[src/rtl/logic_func_unit_pkg.sv]
`default_nettype none
// ============================================================================
//  Module      : lfu_pkg
//  Description : Shared definitions for the logic function unit. Provides the
//                4-bit truth-table code type, named function codes and the
//                truth-table index helper. The result bit for operand bits
//                x_i, y_i is func[{x_i, y_i}], i.e. index 2*x + y.
//  Revision    : 1.0  initial release
// ============================================================================
package lfu_pkg;

  typedef logic [3:0] lfu_func_t;

  localparam lfu_func_t FN_ZERO    = 4'b0000;
  localparam lfu_func_t FN_NOR     = 4'b0001;
  localparam lfu_func_t FN_AND     = 4'b1000;
  localparam lfu_func_t FN_XOR     = 4'b0110;
  localparam lfu_func_t FN_NAND    = 4'b0111;
  localparam lfu_func_t FN_OR      = 4'b1110;
  localparam lfu_func_t FN_XNOR    = 4'b1001;
  localparam lfu_func_t FN_IMPL_YX = 4'b1101;  // x | ~y
  localparam lfu_func_t FN_ONE     = 4'b1111;

  // Truth-table row selected by one pair of operand bits.
  function automatic logic [1:0] lfu_tt_index(input logic x_bit, input logic y_bit);
    return {x_bit, y_bit};
  endfunction

endpackage
`default_nettype wire

[src/rtl/logic_func_unit_if.sv]
`default_nettype none
// ============================================================================
//  Module      : lfu_if
//  Description : Handshake/data bundle of the logic function unit.
//                Input side : in_valid, in_ready, func, acc_mode, acc_clr, x, y
//                Output side: out_valid, out_ready, r
//                op_count exists only when LFU_OPCOUNT_EN is defined.
//                master = producer/consumer side, slave = the unit itself.
//  Revision    : 1.0  initial release
// ============================================================================
interface lfu_if
  import lfu_pkg::*;
#(
  parameter int unsigned WIDTH = 8,
  parameter int unsigned CNT_W = 16
);

  logic             in_valid;
  logic             in_ready;
  lfu_func_t        func;
  logic             acc_mode;
  logic             acc_clr;
  logic [WIDTH-1:0] x;
  logic [WIDTH-1:0] y;
  logic             out_valid;
  logic             out_ready;
  logic [WIDTH-1:0] r;
`ifdef LFU_OPCOUNT_EN
  logic [CNT_W-1:0] op_count;
`endif

  modport master (
`ifdef LFU_OPCOUNT_EN
    input  op_count,
`endif
    output in_valid, func, acc_mode, acc_clr, x, y, out_ready,
    input  in_ready, out_valid, r
  );

  modport slave (
`ifdef LFU_OPCOUNT_EN
    output op_count,
`endif
    input  in_valid, func, acc_mode, acc_clr, x, y, out_ready,
    output in_ready, out_valid, r
  );

endinterface
`default_nettype wire

[src/rtl/logic_func_unit_bitcell.sv]
`default_nettype none
// ============================================================================
//  Module      : lfu_bitcell
//  Description : Combinational single-bit cell: selects one truth-table entry
//                of func using the operand bit pair {x_i, y_i}.
//  Ports       : func (4) truth table, x_i/y_i operand bits, r_o result bit.
//  Revision    : 1.0  initial release
// ============================================================================
module lfu_bitcell
  import lfu_pkg::*;
(
  input  lfu_func_t func,
  input  logic      x_i,
  input  logic      y_i,
  output logic      r_o
);

  assign r_o = func[lfu_tt_index(x_i, y_i)];

endmodule
`default_nettype wire

[src/rtl/logic_func_unit.sv]
`default_nettype none
// ============================================================================
//  Module      : logic_func_unit
//  Description : Registered two-operand bitwise logic unit. Any of the 16
//                two-input boolean functions (4-bit truth table) is applied
//                per bit across WIDTH bits. valid/ready on both sides, a
//                one-entry output register and an accumulate mode where the
//                x operand is the previous result.
//  Ports       : clk, reset (sync, active-high), bus (lfu_if.slave).
//  Options     : LFU_OPCOUNT_EN adds op_count, a wrapping count of accepts.
//  Revision    : 1.0  initial release
// ============================================================================
module logic_func_unit
  import lfu_pkg::*;
#(
  parameter int unsigned WIDTH = 8,
  parameter int unsigned CNT_W = 16
)(
  input  logic   clk,
  input  logic   reset,
  lfu_if.slave   bus
);

  if (WIDTH < 1 || CNT_W < 1) begin : g_param_check
    $error("logic_func_unit: WIDTH and CNT_W must be >= 1");
  end

  logic             out_valid_q, out_valid_d;
  logic [WIDTH-1:0] r_q, r_d;
  logic [WIDTH-1:0] acc_q, acc_d;
  logic [WIDTH-1:0] acc_eff;
  logic [WIDTH-1:0] x_op;
  logic [WIDTH-1:0] result;
  logic             accept;

  // Backpressure passes straight through; nothing is accepted during reset.
  assign bus.in_ready = !reset && (!out_valid_q || bus.out_ready);
  assign accept       = bus.in_valid && bus.in_ready;

  // Clear takes effect on the operand in the same cycle it is asserted.
  assign acc_eff = bus.acc_clr ? '0 : acc_q;
  assign x_op    = bus.acc_mode ? acc_eff : bus.x;

  for (genvar i = 0; i < WIDTH; i++) begin : g_bit
    lfu_bitcell u_cell (
      .func (bus.func),
      .x_i  (x_op[i]),
      .y_i  (bus.y[i]),
      .r_o  (result[i])
    );
  end

  always_comb begin
    out_valid_d = out_valid_q;
    r_d         = r_q;
    acc_d       = acc_q;
    if (accept) begin
      r_d         = result;
      out_valid_d = 1'b1;
      acc_d       = result;  // a new result overrides a simultaneous clear
    end else begin
      if (out_valid_q && bus.out_ready) begin
        out_valid_d = 1'b0;
      end
      if (bus.acc_clr) begin
        acc_d = '0;
      end
    end
  end

  always_ff @(posedge clk) begin
    if (reset) begin
      out_valid_q <= 1'b0;
      r_q         <= '0;
      acc_q       <= '0;
    end else begin
      out_valid_q <= out_valid_d;
      r_q         <= r_d;
      acc_q       <= acc_d;
    end
  end

  assign bus.out_valid = out_valid_q;
  assign bus.r         = r_q;

`ifdef LFU_OPCOUNT_EN
  logic [CNT_W-1:0] op_count_q, op_count_d;

  // Free-running wrap; acc_clr deliberately has no effect here.
  always_comb begin
    op_count_d = op_count_q;
    if (accept) begin
      op_count_d = op_count_q + 1'b1;
    end
  end

  always_ff @(posedge clk) begin
    if (reset) begin
      op_count_q <= '0;
    end else begin
      op_count_q <= op_count_d;
    end
  end

  assign bus.op_count = op_count_q;
`endif

endmodule
`default_nettype wire

[src/flat_wrapper.sv]
// flat-port wrapper written by rule: the top's interface ports become plain ports
module logic_func_unit_flat import lfu_pkg::*;
#(
  parameter int unsigned WIDTH = 8,
  parameter int unsigned CNT_W = 16
)
  (clk, reset, bus_in_valid, bus_func, bus_acc_mode, bus_acc_clr, bus_x, bus_y, bus_out_ready, bus_in_ready, bus_out_valid, bus_r);
  lfu_if #(.WIDTH(WIDTH), .CNT_W(CNT_W)) bus_i ();
  input  logic clk;
  input  logic reset;
  input wire logic [$bits(bus_i.in_valid)-1:0] bus_in_valid;
  input wire logic [$bits(bus_i.func)-1:0] bus_func;
  input wire logic [$bits(bus_i.acc_mode)-1:0] bus_acc_mode;
  input wire logic [$bits(bus_i.acc_clr)-1:0] bus_acc_clr;
  input wire logic [$bits(bus_i.x)-1:0] bus_x;
  input wire logic [$bits(bus_i.y)-1:0] bus_y;
  input wire logic [$bits(bus_i.out_ready)-1:0] bus_out_ready;
  output wire logic [$bits(bus_i.in_ready)-1:0] bus_in_ready;
  output wire logic [$bits(bus_i.out_valid)-1:0] bus_out_valid;
  output wire logic [$bits(bus_i.r)-1:0] bus_r;
  assign bus_i.in_valid = bus_in_valid;
  assign bus_i.func = bus_func;
  assign bus_i.acc_mode = bus_acc_mode;
  assign bus_i.acc_clr = bus_acc_clr;
  assign bus_i.x = bus_x;
  assign bus_i.y = bus_y;
  assign bus_i.out_ready = bus_out_ready;
  assign bus_in_ready = bus_i.in_ready;
  assign bus_out_valid = bus_i.out_valid;
  assign bus_r = bus_i.r;
  logic_func_unit #(.WIDTH(WIDTH), .CNT_W(CNT_W)) u_core (.clk(clk), .reset(reset), .bus(bus_i));
endmodule
[config.mk]
export PLATFORM = sky130hd
export DESIGN_NAME = logic_func_unit_flat
export DESIGN_NICKNAME = d
export VERILOG_FILES = /design/src/rtl/logic_func_unit_pkg.sv /design/src/rtl/logic_func_unit_if.sv /design/src/rtl/logic_func_unit_bitcell.sv /design/src/rtl/logic_func_unit.sv /design/src/flat_wrapper.sv
export SDC_FILE = /design/constraint.sdc
export NUM_CORES = 1
export LEC_CHECK = 0
export CORE_ASPECT_RATIO = 1.4
export CORE_UTILIZATION = 35
export CTS_BUF_LIST = sky130_fd_sc_hd__clkbuf_8
export DETAILED_ROUTE_END_ITERATION = 8
export PLACE_DENSITY = 0.69
export SYNTH_ARGS = -nofsm -noshare
export SYNTH_HDL_FRONTEND = slang
export SYNTH_HIERARCHICAL = 1
export SYNTH_SLANG_ARGS = --single-unit
[constraint.sdc]
create_clock -name clk -period 1.2 [get_ports clk]
set_input_delay 0.12 -clock clk [delete_from_list [all_inputs] [get_ports clk]]
set_output_delay 0.12 -clock clk [all_outputs]
set_load 0.01 [all_outputs]
## Word level (Yosys, flattened, before mapping)

Index checks and enable logic that the tools add are counted.

- Flip-flop bits (word level): 17
- Bits in latches: 0
- RAM bits: 0
- ROM bits: 0
- Bits of input ports: 26
- Output and inout bits: 10
- Memories kept: 0

- $add $sub $neg: 0
- $mul: 0
- Div/mod/pow operators: 0
- $lt $le $gt $ge: 8
- Eq/ne operators: 0
- Shift operators: 0
- Muxes and demuxes: 21
- Bitwise operators: 0
- Reductions and logical operators: 7

Operators with widths:

| operator | number |
|---|---|
| $lt 2x3->1 const B | 8 |
| $mux 8 | 3 |
| $bmux 1 s2 | 8 |
| $mux 1 | 10 |
| $logic_and 1x1->1 | 3 |
| $logic_not 1->1 | 2 |
| $reduce_bool 2->1 | 1 |
| $logic_or 1x1->1 | 1 |

## Logic depth before layout (Yosys ltp)

Gate-level depths: netlist (run 1).

- Word-level depth: 5
- Gate-level depth with buffers: 4
- Mapped depth without buffers: 4

## Hierarchy

Netlist (run 1), hierarchy kept.

By module, submodules not included:

| module | times used | cells each | area an instance (um^2) | seq. area each (um^2) |
|---|---|---|---|---|
| logic_func_unit | 1 | 59 | 733.2 | 340.3 |
| lfu_bitcell | 8 | 1 | 22.5 | 0.0 |

## Worst setup path before layout (run 1)

No wires, ideal clock.

- Path kind: register -> register
- From: register u_core.acc_q[1]
- To: register u_core.r_q[1], in the netlist u_core/bus.r[1]
- Setup time: 117 ps
- Arrival time: 1,170 ps
- Data required time: 1,083 ps
- Slack: -87 ps
- Cell stages (with the launch flop): 5
- Cells stage by stage: dfxtp_1 nor2b_1 mux2_2 mux4_2 a22o_2

- Longest elaborated chain between the ends: 4

RTL lines:

| what | line | source |
|---|---|---|
| from (decl) | logic_func_unit.sv:30 | `logic [WIDTH-1:0] acc_q, acc_d;` |
| from (signal assigned) | logic_func_unit.sv:75 | `acc_q <= '0;` |
| from (signal assigned) | logic_func_unit.sv:79 | `acc_q <= acc_d;` |
| $mux 8 | logic_func_unit.sv:41 | `assign acc_eff = bus.acc_clr ? '0 : acc_q;` |
| $mux 8 | logic_func_unit.sv:42 | `assign x_op = bus.acc_mode ? acc_eff : bus.x;` |
| via u_core.x_op[1] | logic_func_unit.sv:32 | `logic [WIDTH-1:0] x_op;` |
| $bmux 1 s2 | logic_func_unit_bitcell.sv:18 | `assign r_o = func[lfu_tt_index(x_i, y_i)];` |
| $mux 1 (not written as such) | logic_func_unit_bitcell.sv:18 |  |
| via u_core.result[1] | logic_func_unit.sv:33 | `logic [WIDTH-1:0] result;` |
| to (signal assigned) | logic_func_unit.sv:78 | `r_q <= r_d;` |
| to (decl) | logic_func_unit.sv:29 | `logic [WIDTH-1:0] r_q, r_d;` |

The timed path passes the listed nets, and every way through them passes these cells. The select of a mux whose other input is x is not followed.
A chain may end at the register's enable or synchronous reset.

## Final worst setup path (run 1)

- From: register u_core.acc_q[3]
- To: register u_core.r_q[3], in the netlist u_core/bus.r[3]

The elaborated chain is that of the path after synthesis.

==> out/metrics.csv, run 1 <==
stage,metric,value,unit
critical_path,required,1350,ps
clock_tree,cts_buffers,3,
layout,final_area,1543,µm²
run_status,violations,negative setup slack,
sta,skew,2.025,ps
synthesis,synthTopCellsByArea,"dfxtp_1 37%, mux4_2 20%, a22o_2 16%, mux2_2 9.9%, nor2b_1 5.5%",
place,portBuffers,35,
layout,final_common_cell,clkdlybuf4s50_1,
global_routing,grt_pass1_vias,834,
synthesis,synth.distinct_cells,13,
die,coreArea,2444,µm²
global_routing,grt_use_met3,2.890,%
hold_path,hold_path_class,reg2reg,
place,dp.cells,144,
place,dpl_cell_area,1385,µm²
global_routing,globalRouteMet1Util,22.32,%
clock_tree,clock-sinks,17,
sta,setup_ws,-174.5,ps
critical_path,path_max_fanout,2,
layout,instances_no_fill,152,
layout,n_antenna_cell,0,
clock_tree,clk_pin_slew_worst_paths,60,ps
synthesis,syn_area,913.4,µm²
sta,relSlewSlack,69.24,%
synthesis,syn_inst,67,
layout,final_cell_mix,"22 x clkdlybuf4s50_1, 15 x dfxtp_1, 14 x a22o_2",
route,detail_route.first_pass.iterations,4,
global_routing,grt_usage,19.27,%
run_status,status,"complete, but fails checks",
route,drt_iter0_drc,14,
sta,slew_viol_final,0,
clock_tree,cts_tree,built,
global_routing,grt_pass1_wl,3864,µm
die,dieWidth,45.18,µm
global_routing,grt_overflow,0,
clock_tree,cts-htree-levels,1,
synthesis,synth_top_area_share,37.26,%
die,io_pins,36,
power_and_ir_drop,power_density,954.4,nW/µm²
die,dieArea,2821,µm²
power_and_ir_drop,vdd_drop_max,0.0006351,V
die,start_util,37.38,%
sta,whs,471.7,ps
clock_tree,cts.path.max_buffers,2,
critical_path,endpoint_kind,flop,
place,gp_congestion,0.7527,
route,routedWlPerCell,15.70,µm
layout,area.growth.synth_to_final,68.90,%
synthesis,synth_top_area_cell,dfxtp_1,
synthesis,yosys_warnings,6,
sta,tightest_slew,460.4,ps
route,wl,2386,µm
power_and_ir_drop,cellLeakagePower,0.6584,nW
place,dp_hpwl,1676,µm
die,fp-row-count,21,
synthesis,postSynthAreaPerCell,13.63,µm²
clock_tree,holdBufCountCts,0,
layout,finalNetCount,145,
sta,fin_crit,1375,ps
critical_path,start_kind,flop,
critical_path,cp.arrival,1520,ps
flow_run,cap_violations,0,
global_routing,use_met2,31.34,%
synthesis,ys_seq_area_share,37.26,%
sta,rsz0062_at_grt,true,
global_routing,grt_max_degree,17,
layout,drive_above_1_share,51.69,%
clock_tree,clock_latency,260,ps
sta,hold_violations,0,
sta,timing.final.crit_share,114.5,%
route,postRouteAntennaNets,0,
route,drc,0,
sta,max_freq,727.5,MHz
critical_path,path_class,reg2reg,
sta,setup_violations,16,
synthesis,ys_ff_latch,17,
die,die-height,62.45,µm
clock_tree,cts_root_buf,clkbuf_8,
global_routing,grt_antenna_before_repair,0,
route,via_per_inst,5.125,
global_routing,top_usage_layer,met2,
synthesis,syn_nets,93,
route,route.vias.total,779,
[sequential cells by signal, indices dropped and copies added, names as in the netlist]
register	cells
u_core/acc_q	8
u_core/bus.r	8
u_core/bus.out_valid	1
[kinds of logic (layout without fill, tap and decap cells)]
| group | count (synthesis) | count (layout) | synth area share (%) |
|---|---|---|---|
| AOI/OAI and AO/OA | 17 | 17 | 19.18 |
| and+or+nand+nor | 14 | 14 | 10.96 |
| muxes | 16 | 16 | 29.59 |
| DFF | 17 | 17 | 37.26 |
| buffers and inverters | 3 | 54 | 3.013 |
[worst max-delay path, stage by stage (launching register included)]
cell and delay [ps]:
dfxtp_1 300, nor2b_4 120, mux2_4 250, mux4_2 320
a22o_4 280
[metrics by stage]
step	power [W]	setup WS (ps)	utilization, %	setup TNS (ps)
after floorplan	0.0008213	-86.57	-	-1351
final	0.001472	-174.5	63.13	-2287
after detailed placement	0.001029	-566.4	56.68	-9036
after global routing	0.001548	-198.6	63.13	-2757
after global placement	0.001022	-557.2	56.68	-8919
after CTS	0.001465	-157.6	61.24	-2222
[path summary, 6_finish.rpt]
| kind | from | to | slack [ps] | cells after the start |
|---|---|---|---|---|
| worst max-delay path | u_core/acc_q[3]$_SDFF_PP0_ | u_core/bus.r[3]$_SDFFE_PP0P_ | -170 | 4 |
| worst min-delay path | u_core/bus.r[1]$_SDFFE_PP0P_ | u_core/bus.r[1]$_SDFFE_PP0P_ | 470 | 1 |
| worst max register to register | u_core/acc_q[3]$_SDFF_PP0_ | u_core/bus.r[3]$_SDFFE_PP0P_ | -170 | 4 |
| worst min register to register | u_core/bus.r[1]$_SDFFE_PP0P_ | u_core/bus.r[1]$_SDFFE_PP0P_ | 470 | 1 |
[layout make-up]
type	count	area, µm²
Fill cell	196	900.9
Clock inverter	1	3.754
Clock buffer	3	41.29
Timing Repair Buffer	50	480.5
Tap cell	34	42.54
Sequential cell	17	342.8
Multi-Input combinational cell	47	631.9
[cells in the mapped netlist]
| library cell | number |
|---|---|
| a21oi_4 | 1 |
| a22o_1 | 1 |
| a22o_2 | 15 |
| buf_2 | 1 |
| buf_6 | 2 |
| dfxtp_1 | 17 |
| mux2_2 | 8 |
| mux4_2 | 8 |
| nand2b_1 | 1 |
| nor2_1 | 3 |
| nor2b_1 | 8 |
| nor2b_4 | 1 |
| nor3b_4 | 1 |
[power breakdown]
| part | internal (W) | switching, W | leakage, nW |
|---|---|---|---|
| logic | 0.000272 | 0.000150 | 0.491 |
| registers | 0.000607 | 0.0000181 | 0.141 |
| clock network | 0.000228 | 0.000198 | 0.0269 |
[timing repair]
item | CTS | global route
setup endpoints to repair | 26 | 17
gates resized for setup | 23 | 13
pin swaps | 2 | 3
buffers inserted | 4 | 0
[layer usage]
metal | part of all wire, % | routed length [µm]
met3 | 4.3 | 102
met5 | 0 | 0
met4 | 3.1 | 73
met1 | 39 | 929
met2 | 54 | 1280
Power figures use the tool's default switching activity.
==> run 2: changes to the inputs <==
--- a/config.mk
+++ b/config.mk
@@ -6,10 +6,11 @@
 export NUM_CORES = 1
 export LEC_CHECK = 0
 export CORE_ASPECT_RATIO = 1.4
-export CORE_UTILIZATION = 35
+export CORE_UTILIZATION = 40
 export CTS_BUF_LIST = sky130_fd_sc_hd__clkbuf_8
+export CTS_CLUSTER_DIAMETER = 40
 export DETAILED_ROUTE_END_ITERATION = 8
-export PLACE_DENSITY = 0.69
+export PLACE_DENSITY = 0.77
 export SYNTH_ARGS = -nofsm -noshare
 export SYNTH_HDL_FRONTEND = slang
 export SYNTH_HIERARCHICAL = 1
==> run 2 against run 1 <==
  * The run still ends with negative setup slack left
  * Non-clock buffer count down 1
  * Register-to-register slack barely moved
  * Global-route usage increased by 1.7 points
  * Clock power rose by 3%
  * Hold slack gained 9.5 ps
  * First-iteration DRC count is the same
  * Largest cell class unchanged
==> out/metrics.csv, run 2 (synthesis gave the netlist of run 1 again) <==
stage,metric,value,unit,change
layout,drive_above_1_share,52.99,%,+1.3 points
sta,fin_crit,1363,ps,-11.66 ps
sta,max_freq,733.8,MHz,+0.86%
critical_path,path_max_fanout,2,,unchanged
power_and_ir_drop,cellLeakagePower,0.6575,nW,-0.15%
layout,fin_util,70.93,%,+7.8 points
clock_tree,clock_latency,260,ps,about the same
die,coreArea,2152,µm²,-12%
global_routing,grt_pass1_vias,881,,+5.6%
sta,setup_ws,-162.9,ps,+11.66 ps
layout,final_common_cell,clkdlybuf4s50_1,,
die,fp-row-count,20,,-4.8%
global_routing,grt_overflow,0,,unchanged
critical_path,cpPeakStageDelay,310,ps,about the same
clock_tree,cts_buffers,3,,unchanged
route,wl,2377,µm,-0.38%
global_routing,grt_antenna_before_repair,0,,unchanged
place,gp_congestion,0.7035,,-6.5%
layout,n_antenna_cell,0,,unchanged
place,preCtsSetupSlack,-560.0,ps,+6.450 ps
global_routing,grt_max_degree,17,,unchanged
sta,relSlewSlack,71.23,%,+2.0 points
die,dieWidth,42.39,µm,-6.2%
sta,tightest_slew,430.6,ps,-29.79 ps
die,start_util,42.44,%,+5.1 points
sta,hold_violations,0,,unchanged
route,postRouteAntennaNets,0,,unchanged
run_status,violations,negative setup slack,,
layout,finalNetCount,144,,-0.69%
clock_tree,cts-htree-levels,1,,unchanged
layout,fillers,171,,-13%
route,route.vias.total,799,,+2.6%
route,drc,0,,unchanged
sta,whs,481.2,ps,+9.518 ps
sta,setup_violations,16,,unchanged
hold_path,hold_path_class,reg2reg,,
die,dieArea,2481,µm²,-12%
clock_tree,clock-sinks,17,,unchanged
critical_path,path_cells,"nor2b_4, mux2_4, mux4_2, a22o_2",,
layout,area.growth.synth_to_final,67.12,%,
critical_path,cp.arrival,1520,ps,about the same
sta,skew,3.142,ps,+1.117 ps
flow_run,cap_violations,0,,unchanged
route,detail_route.first_pass.iterations,4,,unchanged
route,via_per_inst,5.748,,+12%
clock_tree,clk_pin_slew_worst_paths,70,ps,about the same
place,dpl_cell_area,1368,µm²,-1.3%
die,io_pins,36,,unchanged
global_routing,grt_usage,20.92,%,+1.7 points
clock_tree,cts_root_buf,clkbuf_8,,
die,die-height,58.54,µm,-6.3%
sta,rsz0062_at_grt,true,,
critical_path,start_kind,flop,,
power_and_ir_drop,finalPower,0.001479,W,+0.46%
clock_tree,cts_tree,built,,
route,drt_iter0_drc,14,,unchanged
critical_path,endpoint_kind,flop,,
sta,slew_viol_final,0,,unchanged
critical_path,required,1360,ps,about the same
layout,final_cell_mix,"20 x clkdlybuf4s50_1, 15 x a22o_2, 14 x dfxtp_1",,
global_routing,grt_pass1_wl,3788,µm,-2.0%
layout,final_area,1526,µm²,-1.1%
power_and_ir_drop,power_density,969.0,nW/µm²,+1.5%
critical_path,worst_path_max_delay_cell,mux4_2,,
sta,timing.final.crit_share,113.6,%,-0.97 points
route,routedWlPerCell,17.10,µm,+8.9%
power_and_ir_drop,vdd_drop_max,0.0006089,V,-4.1%
critical_path,path_class,reg2reg,,
place,portBuffers,35,,unchanged
place,dp_hpwl,1640,µm,-2.1%
clock_tree,cts.path.max_buffers,2,,unchanged
run_status,status,"complete, but fails checks",,
[run 2: per-layer routing]
metal | GRT usage (%) | up-vias | wire length, µm
li1 | - | 368 | -
met1 | 23.62 | 398 | 895
met2 | 38.24 | 28 | 1321
met3 | 3.067 | 5 | 93
met4 | 9.821 | 0 | 66
met5 | 0 | - | 0
[run 2: cell type report]
| cell class | instances | area (µm²) | share of cell area [%] |
|---|---|---|---|
| Clock buffer | 3 | 41.29 | 2.705 |
| Clock inverter | 1 | 3.754 | 0.2459 |
| Multi-Input combinational cell | 47 | 635.6 | 41.64 |
| Sequential cell | 17 | 344.1 | 22.54 |
| Tap cell | 22 | 27.53 | 1.803 |
| Timing Repair Buffer | 49 | 474.2 | 31.07 |
[run 2: worst paths after layout]
kind,start,endpoint,slack [ps],depth (start not counted)
max,u_core/acc_q[3]$_SDFF_PP0_,u_core/bus.r[3]$_SDFFE_PP0P_,-160,4
max reg2reg,u_core/acc_q[3]$_SDFF_PP0_,u_core/bus.r[3]$_SDFFE_PP0P_,-160,4
min,u_core/bus.r[3]$_SDFFE_PP0P_,u_core/bus.r[3]$_SDFFE_PP0P_,480,1
min reg2reg,u_core/bus.r[3]$_SDFFE_PP0P_,u_core/bus.r[3]$_SDFFE_PP0P_,480,1
[run 2: through the flow]
| step | setup TNS, ps | std cells |
|---|---|---|
| 2_1_floorplan | -1351 | 67 |
| 3_3_place_gp | -8628 | 130 |
| 3_5_place_dp | -8962 | 130 |
| 4_1_cts | -2163 | 137 |
| 5_1_grt | -2611 | 139 |
| 6_report | -2114 | 139 |
[run 2: worst max-delay path, delay by kind of cell (launching register included)]
kind / cells / cell delay, ps
muxes: 2 / 560
AOI/OAI and AO/OA: 1 / 270
DFF: 1 / 300
and+or+nand+nor: 1 / 120
[run 2: power by group]
part | internal (W) | switching, W | total [W]
Clock | 0.000228 | 0.000208 | 0.000436
Sequential | 0.000607 | 0.0000179 | 0.000625
Combinational | 0.000268 | 0.000149 | 0.000418
Total | 0.00110 | 0.000375 | 0.00148
[run 2: repair_timing]
action,4_1_cts,5_1_grt
hold buffers,0,0
buffers inserted,3,2
setup endpoints to repair,26,17
gates resized for setup,36,6
pin swaps,7,7
